**src/rtl/pc_sequencer.sv**
```systemverilog
// pc_sequencer: owns the architectural PC, steers the shared external PC adder between
// sequential increment and PC-relative redirect, and offers the PC to fetch over valid/ready.
// Optional zero-overhead loop support is compiled in when PC_SEQ_LOOP_EN is defined;
// without it the loop_* inputs are ignored and loop_active_o is tied low.
module pc_sequencer #(
  parameter logic [31:0] RESET_PC    = 32'h0000_0000,
  parameter logic [31:0] INSTR_BYTES = 32'd4
) (
  input  logic        clk,
  input  logic        rst_n,
  output logic        fetch_valid_o,
  input  logic        fetch_ready_i,
  output logic [31:0] fetch_pc_o,
  input  logic        br_valid_i,
  output logic        br_ready_o,
  input  logic [31:0] br_pc_i,
  input  logic [31:0] br_offset_i,
  input  logic        halt_req_i,
  output logic        halted_o,
  output logic        pc_misalign_o,
  input  logic        loop_cfg_valid_i,
  input  logic [31:0] loop_start_pc_i,
  input  logic [31:0] loop_end_pc_i,
  input  logic [15:0] loop_count_i,
  output logic        loop_active_o,
  output logic [31:0] add_a_o,
  output logic [31:0] add_b_o,
  input  logic [31:0] add_sum_i
);

  typedef enum logic [1:0] {StBoot, StRun, StHalt} state_e;

  state_e      state_q, state_d;
  logic [31:0] pc_q, pc_d;
  logic        misalign_q, misalign_d;
  logic        fetch_fire, br_fire, loop_back;

  // Handshake qualifiers and status outputs decoded from the current state.
  always_comb begin
    fetch_valid_o = (state_q == StRun) && !halt_req_i;
    br_ready_o    = (state_q != StBoot);
    halted_o      = (state_q == StHalt);
    fetch_fire    = fetch_valid_o && fetch_ready_i;
    br_fire       = br_valid_i && br_ready_o;
    fetch_pc_o    = pc_q;
    pc_misalign_o = misalign_q;
  end

  // Adder operand mux: an accepted redirect owns the adder, otherwise it increments the PC.
  always_comb begin
    if (br_fire) begin
      add_a_o = br_pc_i;
      add_b_o = br_offset_i;
    end else begin
      add_a_o = pc_q;
      add_b_o = INSTR_BYTES;
    end
  end

`ifdef PC_SEQ_LOOP_EN
  logic [31:0] loop_start_q, loop_start_d;
  logic [31:0] loop_end_q, loop_end_d;
  logic [15:0] remaining_q, remaining_d;
  logic        loop_hit;

  // Loop bookkeeping: a config write always wins; redirects leave the counter untouched.
  always_comb begin
    loop_start_d  = loop_start_q;
    loop_end_d    = loop_end_q;
    remaining_d   = remaining_q;
    loop_hit      = fetch_fire && !br_fire && (pc_q == loop_end_q) && (remaining_q != 16'd0);
    loop_back     = loop_hit && (remaining_q > 16'd1);
    loop_active_o = (remaining_q != 16'd0);
    if (loop_cfg_valid_i) begin
      loop_start_d = loop_start_pc_i;
      loop_end_d   = loop_end_pc_i;
      remaining_d  = loop_count_i;
    end else if (loop_hit) begin
      // Final iteration falls through and drops the counter to zero.
      remaining_d = remaining_q - 16'd1;
    end
  end

  // Loop registers.
  always_ff @(posedge clk or negedge rst_n) begin
    if (!rst_n) begin
      loop_start_q <= 32'h0;
      loop_end_q   <= 32'h0;
      remaining_q  <= 16'd0;
    end else begin
      loop_start_q <= loop_start_d;
      loop_end_q   <= loop_end_d;
      remaining_q  <= remaining_d;
    end
  end
`else
  logic        unused_loop;
  logic [31:0] loop_start_q;

  // Loop path absent: inputs are folded away and the loop-back term is never taken.
  always_comb begin
    loop_back     = 1'b0;
    loop_active_o = 1'b0;
    loop_start_q  = 32'h0;
    unused_loop   = ^{loop_cfg_valid_i, loop_start_pc_i, loop_end_pc_i, loop_count_i};
  end
`endif

  // FSM and next-PC selection, redirect > loop-back > increment > hold.
  always_comb begin
    state_d    = state_q;
    pc_d       = pc_q;
    misalign_d = br_fire && (add_sum_i[1:0] != 2'b00);
    unique case (state_q)
      StBoot:  state_d = StRun;
      StRun:   if (halt_req_i) state_d = StHalt;
      StHalt:  if (!halt_req_i) state_d = StRun;
      default: state_d = StBoot;
    endcase
    if (br_fire) begin
      pc_d = {add_sum_i[31:2], 2'b00};
    end else if (loop_back) begin
      pc_d = loop_start_q;
    end else if (fetch_fire) begin
      pc_d = add_sum_i;
    end
  end

  // State, PC and misalign pulse registers.
  always_ff @(posedge clk or negedge rst_n) begin
    if (!rst_n) begin
      state_q    <= StBoot;
      pc_q       <= RESET_PC;
      misalign_q <= 1'b0;
    end else begin
      state_q    <= state_d;
      pc_q       <= pc_d;
      misalign_q <= misalign_d;
    end
  end

endmodule

```
**config.mk**
```make
export PLATFORM = sky130hd
export DESIGN_NAME = pc_sequencer
export DESIGN_NICKNAME = d
export VERILOG_FILES = /design/src/rtl/pc_sequencer.sv
export SDC_FILE = /design/constraint.sdc
export NUM_CORES = 1
export LEC_CHECK = 0
export CAP_MARGIN = 20
export CORE_AREA = 2 2 111 113
export CTS_BUF_LIST = sky130_fd_sc_hd__clkbuf_4
export DETAILED_ROUTE_END_ITERATION = 10
export DIE_AREA = 0 0 113 115
export GPL_ROUTABILITY_DRIVEN = 0
export HOLD_SLACK_MARGIN = 0.05
export SYNTH_ARGS = -nofsm -noshare
export SYNTH_HDL_FRONTEND = slang
export SYNTH_SLANG_ARGS = --single-unit
```
**constraint.sdc**
```tcl
create_clock -name clk -period 1.85 [get_ports clk]
set_clock_uncertainty 0.05 [all_clocks]
set_input_delay 0.37 -clock clk [delete_from_list [all_inputs] [get_ports clk]]
set_output_delay 0.37 -clock clk [all_outputs]
set_load 0.02 [all_outputs]
```
# [Word level (Yosys, flattened, before mapping)]
# Cells that the tools add are included.
[op_classes] mux=7 reduce_logical=10 eq_ne=4
[op_table] op="$mux W32" n=4
[op_table] op="$pmux W2 S3" n=1
[op_table] op="$reduce_bool A2 Y1" n=3
[op_table] op="$logic_and A1 B1 Y1" n=4
[op_table] op="$mux W2" n=2
[op_table] op="$ne A2 B2 Y1 const B" n=2
[op_table] op="$eq A2 B1 Y1 const B" n=1
[op_table] op="$eq A2 B2 Y1 const B" n=1
[op_table] op="$logic_not A2 Y1" n=1
[op_table] op="$reduce_and A2 Y1" n=1
[op_table] op="$logic_not A1 Y1" n=1
[word_totals] output_inout_bits=101 register_bits=35 input_bits=182

# [Depth between registers and ports, before layout]
[logic_depth] depth_word=5 ltp_mapped=5 depth_no_buf=3

# [Least setup slack after synthesis]
# Ideal clock, no wire load.
[synth_timing] kind="register to output" start="register state_q[1]" end="output add_a_o[26]" t_arrival_ps=1397 stages_incl_launch_ff=6 slack_ps=33 n_path_buf=2 path_cell_list="dfrtp_1 -> or2_1 -> buf_6 -> nand2_4 -> buf_8 -> mux2_2"
[synth_between] elab_chain_cells=3
[synth_rtl] element="start, declared" line="33" rtl="state_e state_q, state_d;"
[synth_rtl] element="start signal, assigned" line="132" rtl="state_q <= StBoot;"
[synth_rtl] element="start signal, assigned" line="136" rtl="state_q <= state_d;"
[synth_rtl] element="$reduce_bool A2 Y1" line="41" rtl="br_ready_o = (state_q != StBoot);"
[synth_rtl] element="$logic_and A1 B1 Y1" line="44" rtl="br_fire = br_valid_i && br_ready_o;"
[synth_rtl] element="$mux W32" line="51" rtl="if (br_fire) begin"
[synth_rtl] element="end, declared" line="26" rtl="output logic [31:0] add_a_o,"
# Every way passes these cells.

# [Worst setup path after layout]
[layout_timing] start="register state_q[1]" end="output add_a_o[16]"
# The elaborated chain is that of the path after synthesis.

==> results.sh <==
export IMPL_p_clk_share_pct=6.4
export IMPL_max_clock_freq_mhz=448.4
export IMPL_htreeDepth=2
export IMPL_die_area_mm2=0.01300
export IMPL_crit_top_cell="buf_12"
export IMPL_cts_root_buffer="clkbuf_4"
export IMPL_wl_met3_um=968
export IMPL_wirelength_met1_um=3159
export IMPL_pwr_share_seq_pct=20.6
export IMPL_grt_pass1_vias=2350
export IMPL_dr_wl_met2_um=4208
export IMPL_syn_to_final_growth_pct=127.2
export IMPL_drive_gt1_share_pct=44.70
export IMPL_grt_start_max_net_pins=34
export IMPL_hold_class="primary input to asynchronous set/reset pin"
export IMPL_start_util_pct=17.75
export IMPL_antenna_found_initial=0
export IMPL_period_share_pct=120.6
export IMPL_die_h_um=115
export IMPL_fin_ws_ns=-0.3802
export IMPL_layout_commonest_cell="clkdlybuf4s50_1"
export IMPL_clock_latency_ns=0.33
export IMPL_max_cap_viol_count=0
export IMPL_io_buffers=200
export IMPL_clkTransAtPathRegs_ns=0.12
export IMPL_yosysWarnings=0
export IMPL_crit_family="flip-flops"
export IMPL_status="complete, but fails checks"
export IMPL_layout_common_cells="120 x clkdlybuf4s50_1, 41 x mux2_4, 35 x dfrtp_1"
export IMPL_vias=2188
export IMPL_arrival_ns=1.81
export IMPL_pre_cts_slack_ns=-0.6051
export IMPL_syn_area_per_cell_um2=12.94
export IMPL_ios=283
export IMPL_clockBufferDepth=2
export IMPL_top_layer="met4"
export IMPL_hold_violations=0
export IMPL_rsz0062_at_grt="yes"
export IMPL_drt_pass1_iterations=10
export IMPL_critPathBufInv=3
export IMPL_critPathRequiredTime_ns=1.43
export IMPL_finalInstanceArea_mm2=0.004765
export IMPL_die_w_um=113
export IMPL_slew_viol_final=0
export IMPL_grt_usage_pct=11.98
export IMPL_cts_tree="built"
export IMPL_critPathMaxStageDelay_ns=0.40
export IMPL_synth_cells=162
export IMPL_grt_pass1_wl_um=12250
export IMPL_p_int_w=0.004066
export IMPL_cts_made_buffers=5
export IMPL_rows=40
export IMPL_viasPerCell=4.097
export IMPL_finalCriticalPeriod_ns=2.230
export IMPL_violations="design-rule violations, negative setup slack"
export IMPL_drt_iter0_drc=45
export IMPL_final_nets=568
export IMPL_synth_cell_area_mm2=0.002097
export IMPL_cts_num_sinks=35
export IMPL_vdd_drop_max_mv=0.5505
export IMPL_fin_util_pct=40.34
export IMPL_yosysUniqueCellTypes=23
export IMPL_slowest_stage="dfrtp_1"
export IMPL_cp_max_fo=6
export IMPL_drc=14
export IMPL_swShare_pct=39.25
export IMPL_ys_seq_area_share_pct=41.77
export IMPL_path_class="flop to output pin"
export IMPL_syn_nets=344
export IMPL_place_hpwl_um=6159
export IMPL_nFillCells=1164
export IMPL_end_kind="output pin"
export IMPL_setup_viol=67
export IMPL_core_area_mm2=0.01181
export IMPL_routed_wl_um=8372
export IMPL_drtAntennaViolNets=0
export IMPL_diodes=0
export IMPL_comb_power_share_pct=73.1
export IMPL_power_density_mw_per_mm2=1405
export IMPL_cp_start_kind="flop"
export IMPL_leakage_nw=2.301
export IMPL_power_switching_w=0.002628
export IMPL_synth_seq_cells=35
export IMPL_grt_overflow_total=0
export IMPL_cp_cell_sequence="or2_4 -> nand2_4 -> buf_12 -> buf_12 -> mux2_4 -> buf_6"
export IMPL_placed_cell_area_mm2=0.004350
export IMPL_avgRoutedWirePerCell_um=15.68
repair_timing:
action	CTS	global route
gates resized for setup	317	19
pin swaps	2	1
hold endpoints to repair	15	0
setup endpoints to repair	77	94
gates cloned	3	2
hold buffers	1	0
buffers inserted	4	3
cell usage after synthesis:
library cell	number	area, um2
dfrtp_1	35	875.8
nor3b_1	1	7.510
o21a_1	1	7.510
and2_1	1	6.260
o21ai_0	1	5.000
buf_4	1	7.510
mux2_2	41	461.7
o21ai_2	1	8.760
nand2_4	1	11.26
or2_1	1	6.260
and4bb_2	1	12.51
buf_8	1	15.01
nor2b_1	2	12.51
conb_1	1	3.750
nor2_1	4	15.01
clkbuf_1	6	22.52
nand2b_1	1	6.260
a21o_1	1	7.510
buf_6	6	67.56
and2b_1	1	7.510
and3_1	31	193.9
mux2_4	21	315.3
mux2i_1	2	20.02
power groups by stage:
stage          Clock, W  Combinational, W  Sequential [W]
3_3_place_gp          0           0.00438         0.00138
6_report       0.000427           0.00489         0.00138
5_1_grt        0.000505           0.00512         0.00144
3_5_place_dp          0           0.00441         0.00139
2_1_floorplan         0           0.00194         0.00173
4_1_cts        0.000465           0.00484         0.00139
final timing paths:
| kind | start | end | slack, ns | cells past startpoint |
|---|---|---|---|---|
| worst min register to register | fetch_pc_o[12]$_DFFE_PN0P_ | fetch_pc_o[12]$_DFFE_PN0P_ | 0.50 | 1 |
| max in group asynchronous | rst_n | fetch_pc_o[8]$_DFFE_PN0P_ | 0.68 | 3 |
| worst max-delay path | state_q[1]$_DFFE_PN0P_ | add_a_o[16] | -0.38 | 6 |
| worst min-delay path | rst_n | fetch_pc_o[27]$_DFFE_PN0P_ | 0.44 | 2 |
| min in group clk | fetch_pc_o[12]$_DFFE_PN0P_ | fetch_pc_o[12]$_DFFE_PN0P_ | 0.50 | 1 |
| worst max register to register | state_q[1]$_DFFE_PN0P_ | fetch_pc_o[16]$_DFFE_PN0P_ | 0 | 7 |
kinds of logic after synthesis:
logic type | share of synthesized area, %
compound gates | 1.372
buf+inv | 5.370
flops | 41.77
mux | 38.01
other cells | 0.1788
simple gates | 13.31
flip-flops by register name, indices dropped and copies added (netlist names):
signal / count
fetch_pc_o: 32
state_q: 2
pc_misalign_o: 1
layout make-up:
cell class                      count  area, um2  share of cell area, %
Clock buffer                        6      45.04                 0.9454
Clock inverter                      2      12.51                 0.2626
Multi-Input combinational cell    113       1201                  25.21
Sequential cell                    35      875.8                  18.38
Tap cell                          147      183.9                  3.860
Timing Repair Buffer              231       2446                  51.34
through the flow:
stage / setup TNS, ns / hold WS (ns) / power [W] / std cells
after global routing: -26.29 / 0.4476 / 0.007063 / 534
after CTS: -22.78 / 0.4351 / 0.006694 / 530
after floorplan: 0 / 0.02441 / 0.003668 / 162
final: -20.11 / 0.4448 / 0.006693 / 534
after detailed placement: -45.06 / 0.2646 / 0.005806 / 514
after global placement: -44.64 / 0.2614 / 0.005761 / 514
per-layer routing:
layer / vias to the layer above / GRT usage [%]
met3: 5 / 4.797
met4: 0 / 1.951
met5: - / 0
li1: 1026 / -
met1: 1024 / 13.44
met2: 133 / 21.84
(Power assumes the default switching activity.)
